[src/rtl/rca_config_bank.sv]
// Double-buffered per-RCA configuration store: decode/issue writes fields into a shadow bank,
// and a commit copies that bank into the active bank, deferred while the target RCA is busy.
module rca_config_bank #(
  parameter int NUM_RCAS        = 3,
  parameter int NUM_READ_PORTS  = 5,
  parameter int NUM_WRITE_PORTS = 2,
  parameter int NUM_GRID_MUXES  = 16,
  parameter int GRID_MUX_SEL_W  = 3,
  parameter int GRID_NUM_ROWS   = 4,
  parameter int IO_MUX_SEL_W    = 3,
  localparam int RCA_SEL_W      = (NUM_RCAS > 1) ? $clog2(NUM_RCAS) : 1,
  localparam int RES_SEL_W      = (GRID_NUM_ROWS > 1) ? $clog2(GRID_NUM_ROWS) : 1
) (
  input  logic                                                 clk,
  input  logic                                                 rst,
  input  logic                                                 cfg_valid,
  output logic                                                 cfg_ready,
  input  logic [2:0]                                           cfg_type,
  input  logic [RCA_SEL_W-1:0]                                 cfg_rca_sel,
  input  logic [7:0]                                           cfg_addr,
  input  logic                                                 cfg_src_dest,
  input  logic [7:0]                                           cfg_data,
  input  logic [NUM_RCAS-1:0]                                  rca_busy,
  output logic [NUM_RCAS*NUM_READ_PORTS*5-1:0]                 src_reg_addrs,
  output logic [NUM_RCAS*NUM_WRITE_PORTS*5-1:0]                dest_reg_addrs,
  output logic [NUM_RCAS*NUM_GRID_MUXES*GRID_MUX_SEL_W-1:0]    grid_mux_sel,
  output logic [NUM_RCAS*GRID_NUM_ROWS*IO_MUX_SEL_W-1:0]       io_mux_sel,
  output logic [NUM_RCAS*NUM_WRITE_PORTS*RES_SEL_W-1:0]        result_mux_sel,
  output logic [NUM_RCAS*GRID_NUM_ROWS-1:0]                    io_inp_use,
  output logic [NUM_RCAS-1:0]                                  commit_pending,
  output logic                                                 cfg_error
);

  function automatic int idx_w(input int n);
    return (n > 1) ? $clog2(n) : 1;
  endfunction

  localparam int RP_IW  = idx_w(NUM_READ_PORTS);
  localparam int WP_IW  = idx_w(NUM_WRITE_PORTS);
  localparam int GM_IW  = idx_w(NUM_GRID_MUXES);
  localparam int ROW_IW = idx_w(GRID_NUM_ROWS);

  localparam logic [7:0] RP_LIM  = 8'(NUM_READ_PORTS);
  localparam logic [7:0] WP_LIM  = 8'(NUM_WRITE_PORTS);
  localparam logic [7:0] GM_LIM  = 8'(NUM_GRID_MUXES);
  localparam logic [7:0] ROW_LIM = 8'(GRID_NUM_ROWS);
  localparam logic [RCA_SEL_W:0] RCA_LIM = (RCA_SEL_W+1)'(NUM_RCAS);

  localparam logic [2:0] T_CPU    = 3'd0;
  localparam logic [2:0] T_GRID   = 3'd1;
  localparam logic [2:0] T_IO     = 3'd2;
  localparam logic [2:0] T_RES    = 3'd3;
  localparam logic [2:0] T_USE    = 3'd4;
  localparam logic [2:0] T_COMMIT = 3'd5;

  typedef logic [NUM_RCAS-1:0][NUM_READ_PORTS-1:0][4:0]                src_bank_t;
  typedef logic [NUM_RCAS-1:0][NUM_WRITE_PORTS-1:0][4:0]               dst_bank_t;
  typedef logic [NUM_RCAS-1:0][NUM_GRID_MUXES-1:0][GRID_MUX_SEL_W-1:0] grid_bank_t;
  typedef logic [NUM_RCAS-1:0][GRID_NUM_ROWS-1:0][IO_MUX_SEL_W-1:0]    io_bank_t;
  typedef logic [NUM_RCAS-1:0][NUM_WRITE_PORTS-1:0][RES_SEL_W-1:0]     res_bank_t;
  typedef logic [NUM_RCAS-1:0][GRID_NUM_ROWS-1:0]                      use_bank_t;

  typedef enum logic {TRK_IDLE = 1'b0, TRK_PENDING = 1'b1} trk_e;

  src_bank_t  shadow_src_r,  active_src_r;
  dst_bank_t  shadow_dst_r,  active_dst_r;
  grid_bank_t shadow_grid_r, active_grid_r;
  io_bank_t   shadow_io_r,   active_io_r;
  res_bank_t  shadow_res_r,  active_res_r;
  use_bank_t  shadow_use_r,  active_use_r;

  trk_e trk_r [NUM_RCAS];

  logic [NUM_RCAS-1:0] pending_s;
  logic [NUM_RCAS-1:0] commit_hit_s;
  logic [NUM_RCAS-1:0] copy_s;
  logic                sel_ok_s;
  logic                field_ok_s;
  logic                req_ok_s;
  logic                sel_pending_s;
  logic                accept_s;
  logic                unused_s;

  logic [RP_IW-1:0]  rp_idx_s;
  logic [WP_IW-1:0]  wp_idx_s;
  logic [GM_IW-1:0]  gm_idx_s;
  logic [ROW_IW-1:0] row_idx_s;

  assign rp_idx_s  = cfg_addr[RP_IW-1:0];
  assign wp_idx_s  = cfg_addr[WP_IW-1:0];
  assign gm_idx_s  = cfg_addr[GM_IW-1:0];
  assign row_idx_s = cfg_addr[ROW_IW-1:0];

  // Data bits above the widest field are dropped by design.
  assign unused_s = ^cfg_data;

  assign cfg_ready = ~sel_pending_s;
  assign accept_s  = cfg_valid & cfg_ready;

  // Request decode: range check, per-RCA stall and commit/copy qualification.
  always_comb begin
    field_ok_s    = 1'b0;
    sel_ok_s      = ({1'b0, cfg_rca_sel} < RCA_LIM);
    sel_pending_s = 1'b0;
    for (int n = 0; n < NUM_RCAS; n++) begin
      pending_s[n] = (trk_r[n] == TRK_PENDING);
    end
    if (sel_ok_s) begin
      sel_pending_s = pending_s[cfg_rca_sel];
    end else begin
      sel_pending_s = 1'b0;
    end
    case (cfg_type)
      T_CPU:    field_ok_s = cfg_src_dest ? (cfg_addr < WP_LIM) : (cfg_addr < RP_LIM);
      T_GRID:   field_ok_s = (cfg_addr < GM_LIM);
      T_IO:     field_ok_s = (cfg_addr < ROW_LIM);
      T_RES:    field_ok_s = (cfg_addr < WP_LIM);
      T_USE:    field_ok_s = (cfg_addr < ROW_LIM);
      T_COMMIT: field_ok_s = 1'b1;
      default:  field_ok_s = 1'b0;
    endcase
    req_ok_s = sel_ok_s & field_ok_s;
    // A copy happens on an edge where busy is low and a commit is either new or outstanding.
    for (int n = 0; n < NUM_RCAS; n++) begin
      commit_hit_s[n] = accept_s & req_ok_s & (cfg_type == T_COMMIT) &
                        (cfg_rca_sel == RCA_SEL_W'(n));
      copy_s[n]       = ~rca_busy[n] & (pending_s[n] | commit_hit_s[n]);
    end
  end

  // Shadow bank field writes.
  always_ff @(posedge clk or posedge rst) begin
    if (rst) begin
      shadow_src_r  <= '0;
      shadow_dst_r  <= '0;
      shadow_grid_r <= '0;
      shadow_io_r   <= '0;
      shadow_res_r  <= '0;
      shadow_use_r  <= '0;
    end else if (accept_s && req_ok_s) begin
      case (cfg_type)
        T_CPU: begin
          if (cfg_src_dest) begin
            shadow_dst_r[cfg_rca_sel][wp_idx_s] <= cfg_data[4:0];
          end else begin
            shadow_src_r[cfg_rca_sel][rp_idx_s] <= cfg_data[4:0];
          end
        end
        T_GRID:  shadow_grid_r[cfg_rca_sel][gm_idx_s] <= cfg_data[GRID_MUX_SEL_W-1:0];
        T_IO:    shadow_io_r[cfg_rca_sel][row_idx_s]  <= cfg_data[IO_MUX_SEL_W-1:0];
        T_RES:   shadow_res_r[cfg_rca_sel][wp_idx_s]  <= cfg_data[RES_SEL_W-1:0];
        T_USE:   shadow_use_r[cfg_rca_sel][row_idx_s] <= cfg_data[0];
        default: begin end
      endcase
    end
  end

  // Per-RCA commit tracker: IDLE -> PENDING on a commit while busy, back when busy drops.
  always_ff @(posedge clk or posedge rst) begin
    if (rst) begin
      for (int n = 0; n < NUM_RCAS; n++) begin
        trk_r[n] <= TRK_IDLE;
      end
    end else begin
      for (int n = 0; n < NUM_RCAS; n++) begin
        case (trk_r[n])
          TRK_IDLE:    if (commit_hit_s[n] && rca_busy[n]) trk_r[n] <= TRK_PENDING;
          TRK_PENDING: if (!rca_busy[n]) trk_r[n] <= TRK_IDLE;
          default:     trk_r[n] <= TRK_IDLE;
        endcase
      end
    end
  end

  // Atomic shadow-to-active copy per RCA.
  always_ff @(posedge clk or posedge rst) begin
    if (rst) begin
      active_src_r  <= '0;
      active_dst_r  <= '0;
      active_grid_r <= '0;
      active_io_r   <= '0;
      active_res_r  <= '0;
      active_use_r  <= '0;
    end else begin
      for (int n = 0; n < NUM_RCAS; n++) begin
        if (copy_s[n]) begin
          active_src_r[n]  <= shadow_src_r[n];
          active_dst_r[n]  <= shadow_dst_r[n];
          active_grid_r[n] <= shadow_grid_r[n];
          active_io_r[n]   <= shadow_io_r[n];
          active_res_r[n]  <= shadow_res_r[n];
          active_use_r[n]  <= shadow_use_r[n];
        end
      end
    end
  end

  // One-cycle error pulse for accepted-but-rejected requests.
  always_ff @(posedge clk or posedge rst) begin
    if (rst) begin
      cfg_error <= 1'b0;
    end else begin
      cfg_error <= accept_s & ~req_ok_s;
    end
  end

  assign src_reg_addrs  = active_src_r;
  assign dest_reg_addrs = active_dst_r;
  assign grid_mux_sel   = active_grid_r;
  assign io_mux_sel     = active_io_r;
  assign result_mux_sel = active_res_r;
  assign io_inp_use     = active_use_r;
  assign commit_pending = pending_s;

endmodule
[config.mk]
export PLATFORM = sky130hd
export DESIGN_NAME = rca_config_bank
export DESIGN_NICKNAME = d
export VERILOG_FILES = /design/src/rtl/rca_config_bank.sv
export SDC_FILE = /design/constraint.sdc
export NUM_CORES = 1
export LEC_CHECK = 0
export ABC_AREA = 1
export BUFFER_PORTS_ARGS = -buffer_cell sky130_fd_sc_hd__buf_2
export CORE_MARGIN = 2
export CORE_UTILIZATION = 55
export CTS_BUF_LIST = sky130_fd_sc_hd__clkbuf_4 sky130_fd_sc_hd__clkbuf_8
export DETAILED_ROUTE_END_ITERATION = 6
export GPL_ROUTABILITY_DRIVEN = 0
export PLACE_DENSITY = 0.74
export SYNTH_ARGS = -nofsm -noshare
export SYNTH_HDL_FRONTEND = slang
export SYNTH_SLANG_ARGS = --single-unit
[constraint.sdc]
create_clock -name clk -period 55.7 [get_ports clk]
set_input_delay 5.57 -clock clk [delete_from_list [all_inputs] [get_ports clk]]
set_output_delay 5.57 -clock clk [all_outputs]
set_load 0.02 [all_outputs]
Word-level counts from Yosys, hierarchy flattened
Cells that the tools add are included.
- bitwise operators: 23
- equal/unequal tests: 7
- mux-type cells: 44
- magnitude comparators: 15
- reductions and logical operators: 18
- operators by type and width (cell ; number):
    bitwise mux 144 bit ; 1
    demux 48 bit (select 2 bit) ; 1
    bitwise mux 75 bit ; 1
    demux 25 bit (select 2 bit) ; 1
    2-to-1 mux 48 bit ; 1
    bitwise mux 36 bit ; 1
    bitwise mux 30 bit ; 1
    2-to-1 mux 25 bit ; 1
    bitwise mux 12 bit ; 2
    demux 12 bit (select 2 bit) ; 1
    demux 10 bit (select 2 bit) ; 1
    demux 4 bit (select 2 bit) ; 2
    < comparator 8 x 3 -> 1 bit (second input constant) ; 2
    demux 5 bit (select 3 bit) ; 1
    demux 3 bit (select 4 bit) ; 1
    2-to-1 mux 12 bit ; 1
    bitwise AND 1 bit ; 11
    2-to-1 mux 1 bit ; 10
    2-to-1 mux 10 bit ; 1
    2-to-1 mux 5 bit ; 2
    logical AND 1 bit ; 9
    NOT 1 bit ; 9
    < comparator 8 x 2 -> 1 bit (second input constant) ; 1
    < comparator 8 x 5 -> 1 bit (second input constant) ; 1
    30 further kinds ; 44
- logic and storage cells: 291
- flip-flop bits (word level): 622
- bits of input ports: 28
- output and inout port bits: 314

Depth between registers and ports, before layout
- depth after elaboration: 11
- mapped depth: 15

Least setup slack after synthesis
Ideal clock, no wire load.
- path kind: input-to-output
- start: input cfg_rca_sel[0]
- end: output cfg_ready
- setup slack: 44124 ps
- data required time: 50130 ps
- arrival: 6006 ps
- cell stages on the path: 4
- cell sequence: nor2_2 -> nand2_1 -> nand3_1 -> inv_1
- word-level cells in the longest chain between the ends: 4
- ends and longest elaborated chain (what ; line ; source):
    start: declaration ; 19 ; input logic [RCA_SEL_W-1:0] cfg_rca_sel,
    binary-select mux 1 bit (select 2 bit) ; 109 ; sel_pending_s = pending_s[cfg_rca_sel];
    2-to-1 mux 1 bit (implied by the code) ; 109 ;
    2-to-1 mux 1 bit * ; 108 ; if (sel_ok_s) begin
    NOT 1 bit * ; 97 ; assign cfg_ready = ~sel_pending_s;
    end: declaration ; 17 ; output logic cfg_ready,
Every way passes the cells marked *; elsewhere a longest branch is shown, timed or not. The select of a mux whose other input is x is not followed.

Worst setup path after layout
Ends and elaborated chain as after synthesis.

==> results.json <==
{
  "viasPerCell": 5.50,
  "postRouteAntennaNets": 0,
  "worst_ep_arrival_time_ns": 6.36,
  "final_common_cell": "nand2_1",
  "totalWireLength_mm": 67.0,
  "final_cell_mix": "nand2_1, dfrtp_1, nand3_1, buf_2, o21ai_0",
  "avgSynthCellArea_sq_um": 9.17,
  "worstPathRequired_ns": 50.13,
  "drv_cap": 0,
  "period_needed_ns": 11.93,
  "rows": 77,
  "crit_start": "cfg_rca_sel[0]",
  "crit_slowest_cell": "nor2_2",
  "worstHoldStart": "src_reg_addrs[66]",
  "critical-path-top-delay-family": "buffers and inverters",
  "setup_viol": 0,
  "core_sq_mm": 0.0439,
  "cts_tree": "yes",
  "min_period_over_period": 0.214,
  "holdBufCountCts": 0,
  "hold_class": "flop to flop",
  "root_buffer": "clkbuf_8",
  "r2r-start": "commit_pending[2]",
  "critPathBufInv": 4,
  "regToRegSetupSlack_ns": 52.07,
  "drive_gt1_frac": 0.190,
  "ios": 342,
  "fmax_mhz": 83.8,
  "grt_pass1_wl_mm": 107,
  "drc_errors": 0,
  "r2r_cells": 9,
  "via_count": 20000,
  "synth-edff-count": 0,
  "skew_ns": 0.0323,
  "start_util": 0.554,
  "die-area_sq_mm": 0.0459,
  "first_pass_iters": 5,
  "power.total_mw": 0.903,
  "status": "finished, final reports clean",
  "critPathKind": "input port to output pin",
  "cts_resized": 0,
  "place_inst": 3448,
  "ys_seq_elements": 622,
  "regArea_sq_mm": 0.0156,
  "die_h_um": 214,
  "clock_sinks": 622,
  "numCtsBuffers": 98,
  "grt_max_degree": 176,
  "track_usage": 0.295,
  "critPathMaxStageDelay_ns": 0.19,
  "grt_pass1_vias": 19400,
  "drt_iter0_markers": 1947,
  "ir_drop_uv": 24.4,
  "wire_per_inst_um": 18.5,
  "async_flop_share": 1.00,
  "synth_cells": 2654,
  "multi_input_area_sq_mm": 0.00795,
  "yosysWarnings": 0,
  "grt_antenna_before_repair": 6,
  "crit_path_end_kind": "output pin",
  "finalMaxSlewViolations": 0,
  "post_cts.repair.setup_buffers": 0,
  "p_leak_nw": 15.9,
  "layout.cells.non_filler": 3629,
  "clockBufferDepth": 3,
  "ys_types": 26,
  "h-tree-depth": 3,
  "fillerInstances": 3659,
  "die_w_um": 214,
  "ys.flop_type": "dfrtp_1",
  "hold_viol": 0,
  "nets": 2984,
  "timing.rr.end": "src_reg_addrs[62]",
  "insertion_delay_ns": 0.68,
  "syn_to_final_growth_pct": 16.9,
  "setup_tns_ns": 0,
  "slew_headroom": 0.194,
  "yosysSeqAreaShare": 0.640,
  "grt_setup_unrepaired": "false",
  "start_kind": "input port",
  "grt.overflow.total": 0,
  "syn_nets": 2682,
  "path_max_fanout": 6,
  "powerDensity_mw_per_mm2": 31.8,
  "hold_path_depth": 2,
  "clk_pin_slew_ns": 0.05,
  "place.port_buffers": 338,
  "min_to": "src_reg_addrs[66]",
  "crit_chain": "buf_2 -> inv_1 -> nor2_2 -> nand2_1 -> nand3_1 -> inv_1 -> buf_2",
  "hpwl_mm": 42.6,
  "worst_pin_slew_ns": 1.21,
  "synth_area_sq_mm": 0.0243
}
-- area by class of cell --
class | instances | share of cell area
Inverter | 35 | 0.00502
Antenna cell | 4 | 0.000352
Clock inverter | 12 | 0.00422
Tap cell | 592 | 0.0260
Timing Repair Buffer | 355 | 0.0644
Sequential cell | 622 | 0.547
Clock buffer | 165 | 0.0733
Multi-Input combinational cell | 1844 | 0.279
-- routing by layer --
layer  up-vias  GRT usage  wire, um
li1       9208          -         -
met1      9806      0.413     28100
met2       793      0.450     31200
met3       140     0.0618      5290
met4         4      0.131      2440
met5         -          0        29
-- sequential cells by signal, summed over array words and instances, names as in the netlist --
name and flops:
grid_mux_sel 144, io_inp_use 12, src_reg_addrs 75, shadow_io_r 36, dest_reg_addrs 30, commit_pending 3
shadow_use_r 12, cfg_error 1, result_mux_sel 12, shadow_grid_r 144, io_mux_sel 36, shadow_dst_r 30
shadow_res_r 12, shadow_src_r 75
-- synth_stat cells (3+ instances only) --
library cell  instances  area [sq um]
buf_2                41           205
o21ai_1               5          25.0
nand2_2              16           100
inv_1                28           105
nand4_1              16           100
buf_4                 9          67.6
inv_2                 4          15.0
nor2_1               70           263
clkinv_1              3          11.3
nand3_1             380          1900
buf_6                10           113
o21ai_0             248          1240
clkbuf_1             93           349
dfrtp_1             622         15600
and2_1                3          18.8
nand2_1            1089          4090
nor2_2                5          31.3
-- where the power goes --
| group | switching (mW) | internal (mW) | leakage [nW] | total (mW) |
|---|---|---|---|---|
| Clock | 0.177 | 0.244 | 1.17 | 0.421 |
| Combinational | 0.0239 | 0.00303 | 6.02 | 0.0270 |
| Sequential | 0.00110 | 0.454 | 8.69 | 0.455 |
| Total | 0.202 | 0.701 | 15.9 | 0.903 |
-- worst max-delay path by stage --
stage / cells past startpoint / to
after floorplan: 1 / cfg_error
after global placement: 6 / cfg_ready
after detailed placement: 6 / cfg_ready
after CTS: 6 / cfg_ready
after global routing: 6 / cfg_ready
final: 7 / cfg_ready
-- kinds of logic after synthesis --
group | Yosys count | share of synthesized area
DFF | 622 | 0.640
AOI/OAI and AO/OA | 258 | 0.0545
and+or+nand+nor | 1586 | 0.270
buffers and inverters | 188 | 0.0356
-- tightest hold or removal path: cells and delay by family (launching register included) --
| family | cells | cell delay, ns |
|---|---|---|
| flops | 1 | 0.34 |
| simple gates | 2 | 0.09 |
-- through the flow --
stage | hold WS, ns | utilization | worst slack, ns | cell area (sq um)
4_1_cts | 0.468 | 0.647 | 43.76 | 28400
3_5_place_dp | 0.453 | 0.597 | 43.77 | 26200
5_1_grt | 0.482 | 0.647 | 43.64 | 28400
3_3_place_gp | 0.451 | 0.597 | 43.78 | 26200
2_1_floorplan | 0.443 | - | 32.71 | 24300
6_report | 0.464 | 0.647 | 43.77 | 28400
Note: power is estimated with default switching activity, not from simulation.
